==> src/rtl/openip_stream_downsizer_if.sv <==
// Stream bundle for openip_stream_downsizer: wide write side (w_*) and narrow
// read side (r_*). The slave modport is the downsizer's view, the master
// modport is the view of whatever drives and consumes it.
// Optional per-word last flag: OPENIP_DOWNSIZER_LAST_EN.
interface openip_stream_downsizer_if #(
    parameter int DATA_WIDTH = 8,
    parameter int RATIO      = 4
);
    localparam int LW = $clog2(RATIO);

    logic                        w_valid;
    logic                        w_ready;
    logic [DATA_WIDTH*RATIO-1:0] w_data;
    logic [LW-1:0]               w_lanes;
    logic                        r_valid;
    logic                        r_ready;
    logic [DATA_WIDTH-1:0]       r_data;
`ifdef OPENIP_DOWNSIZER_LAST_EN
    logic                        w_last;
    logic                        r_last;

    modport slave (
        input  w_valid, w_data, w_lanes, w_last, r_ready,
        output w_ready, r_valid, r_data, r_last
    );
    modport master (
        output w_valid, w_data, w_lanes, w_last, r_ready,
        input  w_ready, r_valid, r_data, r_last
    );
`else
    modport slave (
        input  w_valid, w_data, w_lanes, r_ready,
        output w_ready, r_valid, r_data
    );
    modport master (
        output w_valid, w_data, w_lanes, r_ready,
        input  w_ready, r_valid, r_data
    );
`endif
endinterface

==> src/rtl/openip_stream_downsizer.sv <==
// openip_stream_downsizer: splits one wide word of RATIO lanes into RATIO
// (or fewer, via w_lanes) narrow beats. Lane order set by MSB_FIRST.
// Optional feature macro: OPENIP_DOWNSIZER_LAST_EN adds w_last/r_last.
//
// Handshake: a transfer happens on a rising edge where valid && ready. A
// source holds valid and its payload steady until the transfer; ready may
// depend combinationally on the other side (r_ready -> w_ready here, so the
// next word loads on the same edge the final lane leaves).
// RATIO must be at least 2.
module openip_stream_downsizer #(
    parameter int DATA_WIDTH = 8,
    parameter int RATIO      = 4,
    parameter int MSB_FIRST  = 0
) (
    input  logic                     clk,
    input  logic                     rst,
    openip_stream_downsizer_if.slave bus
);
    localparam int LW = $clog2(RATIO);

    typedef enum logic {
        S_EMPTY = 1'b0,
        S_BUSY  = 1'b1
    } state_t;

    state_t                      state;
    logic [DATA_WIDTH*RATIO-1:0] hold_data;
    logic [LW-1:0]               hold_lanes;
    logic [LW-1:0]               idx;
    logic [LW-1:0]               sel;
    logic                        valid;
    logic                        fin;
    logic                        w_ready;
    logic                        w_fire;
    logic                        r_fire;
    logic [DATA_WIDTH-1:0]       lanes [RATIO];

    assign valid   = (state == S_BUSY);
    assign fin     = valid && (idx == hold_lanes);
    assign w_ready = !rst && (!valid || (bus.r_ready && fin));
    assign w_fire  = bus.w_valid && w_ready;
    assign r_fire  = valid && bus.r_ready;

    assign bus.w_ready = w_ready;
    assign bus.r_valid = valid;

    // Lane select: idx counts beats already sent; MSB_FIRST mirrors it.
    always_comb begin
        sel = idx;
        if (MSB_FIRST != 0) begin
            sel = LW'(RATIO - 1) - idx;
        end
    end

    for (genvar g = 0; g < RATIO; g++) begin : g_lane
        assign lanes[g] = hold_data[g*DATA_WIDTH +: DATA_WIDTH];
    end

    assign bus.r_data = lanes[sel];

    // Control FSM: EMPTY/BUSY plus beat counter; reset drops any partial word.
    always_ff @(posedge clk) begin
        if (rst) begin
            state <= S_EMPTY;
            idx   <= '0;
        end else begin
            case (state)
                S_EMPTY: begin
                    if (w_fire) begin
                        state <= S_BUSY;
                        idx   <= '0;
                    end
                end
                S_BUSY: begin
                    if (r_fire) begin
                        if (!fin) begin
                            idx <= idx + LW'(1);
                        end else begin
                            idx   <= '0;
                            state <= w_fire ? S_BUSY : S_EMPTY;
                        end
                    end
                end
                default: begin
                    state <= S_EMPTY;
                    idx   <= '0;
                end
            endcase
        end
    end

    // Word holding register: loaded only on a write handshake, never reset.
    always_ff @(posedge clk) begin
        if (w_fire) begin
            hold_data  <= bus.w_data;
            hold_lanes <= bus.w_lanes;
        end
    end

`ifdef OPENIP_DOWNSIZER_LAST_EN
    logic hold_last;

    // Last flag travels with the word and is shown only on its final beat.
    always_ff @(posedge clk) begin
        if (w_fire) begin
            hold_last <= bus.w_last;
        end
    end

    assign bus.r_last = fin && hold_last;
`endif

    // A lane count beyond RATIO-1 is only encodable for non-power-of-two RATIO.
    if ((1 << LW) != RATIO) begin : g_lanes_chk
        always_ff @(posedge clk) begin
            if (w_fire) begin
                assert ({1'b0, bus.w_lanes} < (LW+1)'(RATIO));
            end
        end
    end
endmodule

==> src/flat_wrapper.sv <==
// flat-port wrapper written by rule: the top's interface ports become plain ports
module openip_stream_downsizer_flat 
#(
    parameter int DATA_WIDTH = 8,
    parameter int RATIO      = 4,
    parameter int MSB_FIRST  = 0
)
  (clk, rst, bus_w_valid, bus_w_data, bus_w_lanes, bus_r_ready, bus_w_ready, bus_r_valid, bus_r_data);
  openip_stream_downsizer_if #(.DATA_WIDTH(DATA_WIDTH), .RATIO(RATIO)) bus_i ();
  input  logic clk;
  input  logic rst;
  input wire logic [$bits(bus_i.w_valid)-1:0] bus_w_valid;
  input wire logic [$bits(bus_i.w_data)-1:0] bus_w_data;
  input wire logic [$bits(bus_i.w_lanes)-1:0] bus_w_lanes;
  input wire logic [$bits(bus_i.r_ready)-1:0] bus_r_ready;
  output wire logic [$bits(bus_i.w_ready)-1:0] bus_w_ready;
  output wire logic [$bits(bus_i.r_valid)-1:0] bus_r_valid;
  output wire logic [$bits(bus_i.r_data)-1:0] bus_r_data;
  assign bus_i.w_valid = bus_w_valid;
  assign bus_i.w_data = bus_w_data;
  assign bus_i.w_lanes = bus_w_lanes;
  assign bus_i.r_ready = bus_r_ready;
  assign bus_w_ready = bus_i.w_ready;
  assign bus_r_valid = bus_i.r_valid;
  assign bus_r_data = bus_i.r_data;
  openip_stream_downsizer #(.DATA_WIDTH(DATA_WIDTH), .RATIO(RATIO), .MSB_FIRST(MSB_FIRST)) u_core (.clk(clk), .rst(rst), .bus(bus_i));
endmodule
==> config.mk <==
export PLATFORM = sky130hd
export DESIGN_NAME = openip_stream_downsizer_flat
export DESIGN_NICKNAME = d
export VERILOG_FILES = /design/src/rtl/openip_stream_downsizer_if.sv /design/src/rtl/openip_stream_downsizer.sv /design/src/flat_wrapper.sv
export SDC_FILE = /design/constraint.sdc
export NUM_CORES = 1
export LEC_CHECK = 0
export BUFFER_PORTS_ARGS = -buffer_cell sky130_fd_sc_hd__buf_2
export CAP_MARGIN = 20
export CORE_ASPECT_RATIO = 0.7
export CORE_MARGIN = 2
export CORE_UTILIZATION = 51
export CTS_BUF_LIST = sky130_fd_sc_hd__clkbuf_2
export DETAILED_ROUTE_END_ITERATION = 12
export PLACE_DENSITY = 0.9
export SYNTH_ARGS = -nofsm -noshare
export SYNTH_HDL_FRONTEND = slang
export SYNTH_SLANG_ARGS = --single-unit
==> constraint.sdc <==
create_clock -name clk -period 4.8 [get_ports clk]
set_input_delay 0.24 -clock clk [delete_from_list [all_inputs] [get_ports clk]]
set_output_delay 0.24 -clock clk [all_outputs]
set_load 0.02 [all_outputs]
==> impl_metrics.env <==
export IMPL_status="finished, final reports clean"
export IMPL_grt_overflow_total=0
export IMPL_cts_setup_buffers=0
export IMPL_hpwl_um=1653
export IMPL_grt_pass1_wl_um=3857
export IMPL_crit_arrival_ps=1890
export IMPL_drc_errors=0
export IMPL_synth_fp_nets=105
export IMPL_avgRoutedWirePerCell_um=16.01
export IMPL_cp_end_kind="output pin"
export IMPL_grt_max_degree=35
export IMPL_drv_slew=0
export IMPL_ys_seq_area_share_pct=74.81
export IMPL_cts_tree="yes"
export IMPL_hp_class="in -> reg"
export IMPL_ios=48
export IMPL_detail_route_vias_per_cell=5.136
export IMPL_r2r_slack_ps=2710
export IMPL_clock_sinks=37
export IMPL_setup_viol=0
export IMPL_final_antenna_net_count=0
export IMPL_worst_pin_slew_ps=578.3
export IMPL_clk_latency_ps=380
export IMPL_dr_total_vias=945
export IMPL_timing_fmax_ghz=0.4685
export IMPL_yosys_register_bits=37
export IMPL_drt_iter0_markers=31
export IMPL_synth_top_area_cell="edfxtp_1"
export IMPL_whs_ps=39.85
export IMPL_layout_common_cells="buf_2, edfxtp_1, dlygate4sd3_1"
export IMPL_synth_avg_cell_area_um2=21.57
export IMPL_num_antenna_cells=0
export IMPL_finalHoldViolCount=0
export IMPL_hold_buffers=9
export IMPL_rsz0062_at_grt="no"
export IMPL_worst_setup_path_type="reg -> out"
export IMPL_gp_congestion=0.6048
export IMPL_nets=185
export IMPL_post_cts_resized=0
export IMPL_coreArea_mm2=0.002743
export IMPL_max_vdd_ir_drop_mv=0.1695
export IMPL_fin_worst_skew_ps=22.71
export IMPL_syn_area_mm2=0.001445
export IMPL_die_x_um=67.63
export IMPL_fin_cells=184
export IMPL_place_inst=149
export IMPL_synth_cell_types=22
export IMPL_cellLeakagePower_nw=0.7972
export IMPL_rows=16
export IMPL_synth_top_area_share_pct=70.65
export IMPL_path_max_fanout=12
export IMPL_finish_utilization_pct=75.41
export IMPL_critPathRequiredTime_ps=4560
export IMPL_cap_violations=0
export IMPL_cts_htree_levels=2
export IMPL_antenna_found_initial=0
export IMPL_yosysWarnings=0
export IMPL_die_area_mm2=0.003282
export IMPL_die_height_um=48.54
export IMPL_p_per_area_mw_per_mm2=307.8
export IMPL_cts_max_path_buffers=2
export IMPL_min_period_over_period_pct=44.47
export IMPL_clock_root_buffer="clkbuf_2"
export IMPL_fin_crit_ps=2135
export IMPL_firstDrtPassIters=4
export IMPL_track_usage_pct=17.16
export IMPL_area_growth_pct=43.12
export IMPL_fillers=168
export IMPL_startpoint_type="register"
export IMPL_setup_tns_final_ps=0
export IMPL_drive_above_1_share_pct=39.86
export IMPL_clk_pin_slew_worst_paths_ps=170
export IMPL_routed_wl_um=2945
export IMPL_initial_core_util_pct=52.69
export IMPL_grt_pass1_vias=841
export IMPL_synth_cells=67
export IMPL_netlist_top_cells_area="edfxtp_1, mux4_1, dfxtp_1"
export IMPL_port_buffers=47
export IMPL_cts_buffers=5
export IMPL_relSlewSlack_pct=61.39
export IMPL_layout_commonest_cell="buf_2"
==> power by group <==
group          switching (mW)  internal [mW]  total [mW]  leakage [nW]
sequential            0.00676          0.367       0.374         0.340
combinational          0.0294         0.0396      0.0690         0.414
clock                   0.102         0.0915       0.193        0.0432
==> kinds of logic (layout without fill, tap and decap cells) <==
family | count (synthesis) | in the layout | share of synthesized area (%)
flip-flops | 37 | 37 | 74.81
AND/OR/NAND/NOR | 10 | 10 | 4.935
multiplexers | 8 | 8 | 14.55
AO/OA/AOI/OAI | 6 | 6 | 2.858
buffers and inverters | 4 | 85 | 1.645
XOR/XNOR | 2 | 2 | 1.212
==> registers in the layout, summed over array words and instances, names as in the netlist <==
signal              flops
u_core.hold_data       32
u_core.bus.r_valid      1
u_core.idx              2
u_core.hold_lanes       2
==> final timing paths <==
| path | cells past startpoint | startpoint | end |
|---|---|---|---|
| worst max-delay path | 2 | u_core.idx[0] | bus_r_data[4] |
| worst min-delay path | 1 | bus_w_data[28] | u_core.hold_data[28] |
| worst max register to register | 4 | u_core.idx[0] | u_core.hold_data[0] |
| worst min register to register | 2 | u_core.bus.r_valid | u_core.bus.r_valid |
==> synthesized netlist by cell type, drive strengths merged <==
| cell type | number |
|---|---|
| a211oi | 1 |
| a21oi | 2 |
| a311oi | 1 |
| and2 | 1 |
| buf | 2 |
| dfxtp | 3 |
| edfxtp | 34 |
| inv | 2 |
| mux4 | 8 |
| nand2 | 1 |
| nand2b | 1 |
| nand3 | 1 |
| nand3b | 1 |
| nand4b | 1 |
| nor2 | 1 |
| nor2b | 1 |
| o22ai | 1 |
| o41ai | 1 |
| or2b | 1 |
| or4 | 1 |
| xnor2 | 2 |
==> stage by stage <==
stage	worst slack, ps	cell area [µm²]	power, mW
floorplan	984.0	1445	0.4059
finish	2665	2068	0.6365
detailed placement	2714	1729	0.4327
global route	2510	2068	0.6609
CTS	2603	1888	0.6270
global placement	2807	1729	0.4295
==> cell type report <==
type,instances,area [µm²],share of cell area [%]
multi-input combinational,26,352.8,17.06
clock buffer,6,30.03,1.452
inverter,2,7.507,0.3630
clock inverter,2,38.79,1.875
timing repair buffer,75,513.0,24.80
sequential,37,1081,52.27
tap,36,45.04,2.178
==> critical path, cell delays in order (launching register included) <==
cell     delay, ps
dfxtp_1        720
mux4_1         640
buf_2          180
==> layer usage <==
| layer | vias up | GRT usage (%) | share of wire [%] |
|---|---|---|---|
| met5 | - | 0 | 0 |
| li1 | 442 | - | - |
| met1 | 461 | 21.58 | 39 |
| met3 | 5 | 5.349 | 6.0 |
| met2 | 37 | 26.96 | 54 |
| met4 | 0 | 8.163 | 1.4 |
(Power assumes the default switching activity.)
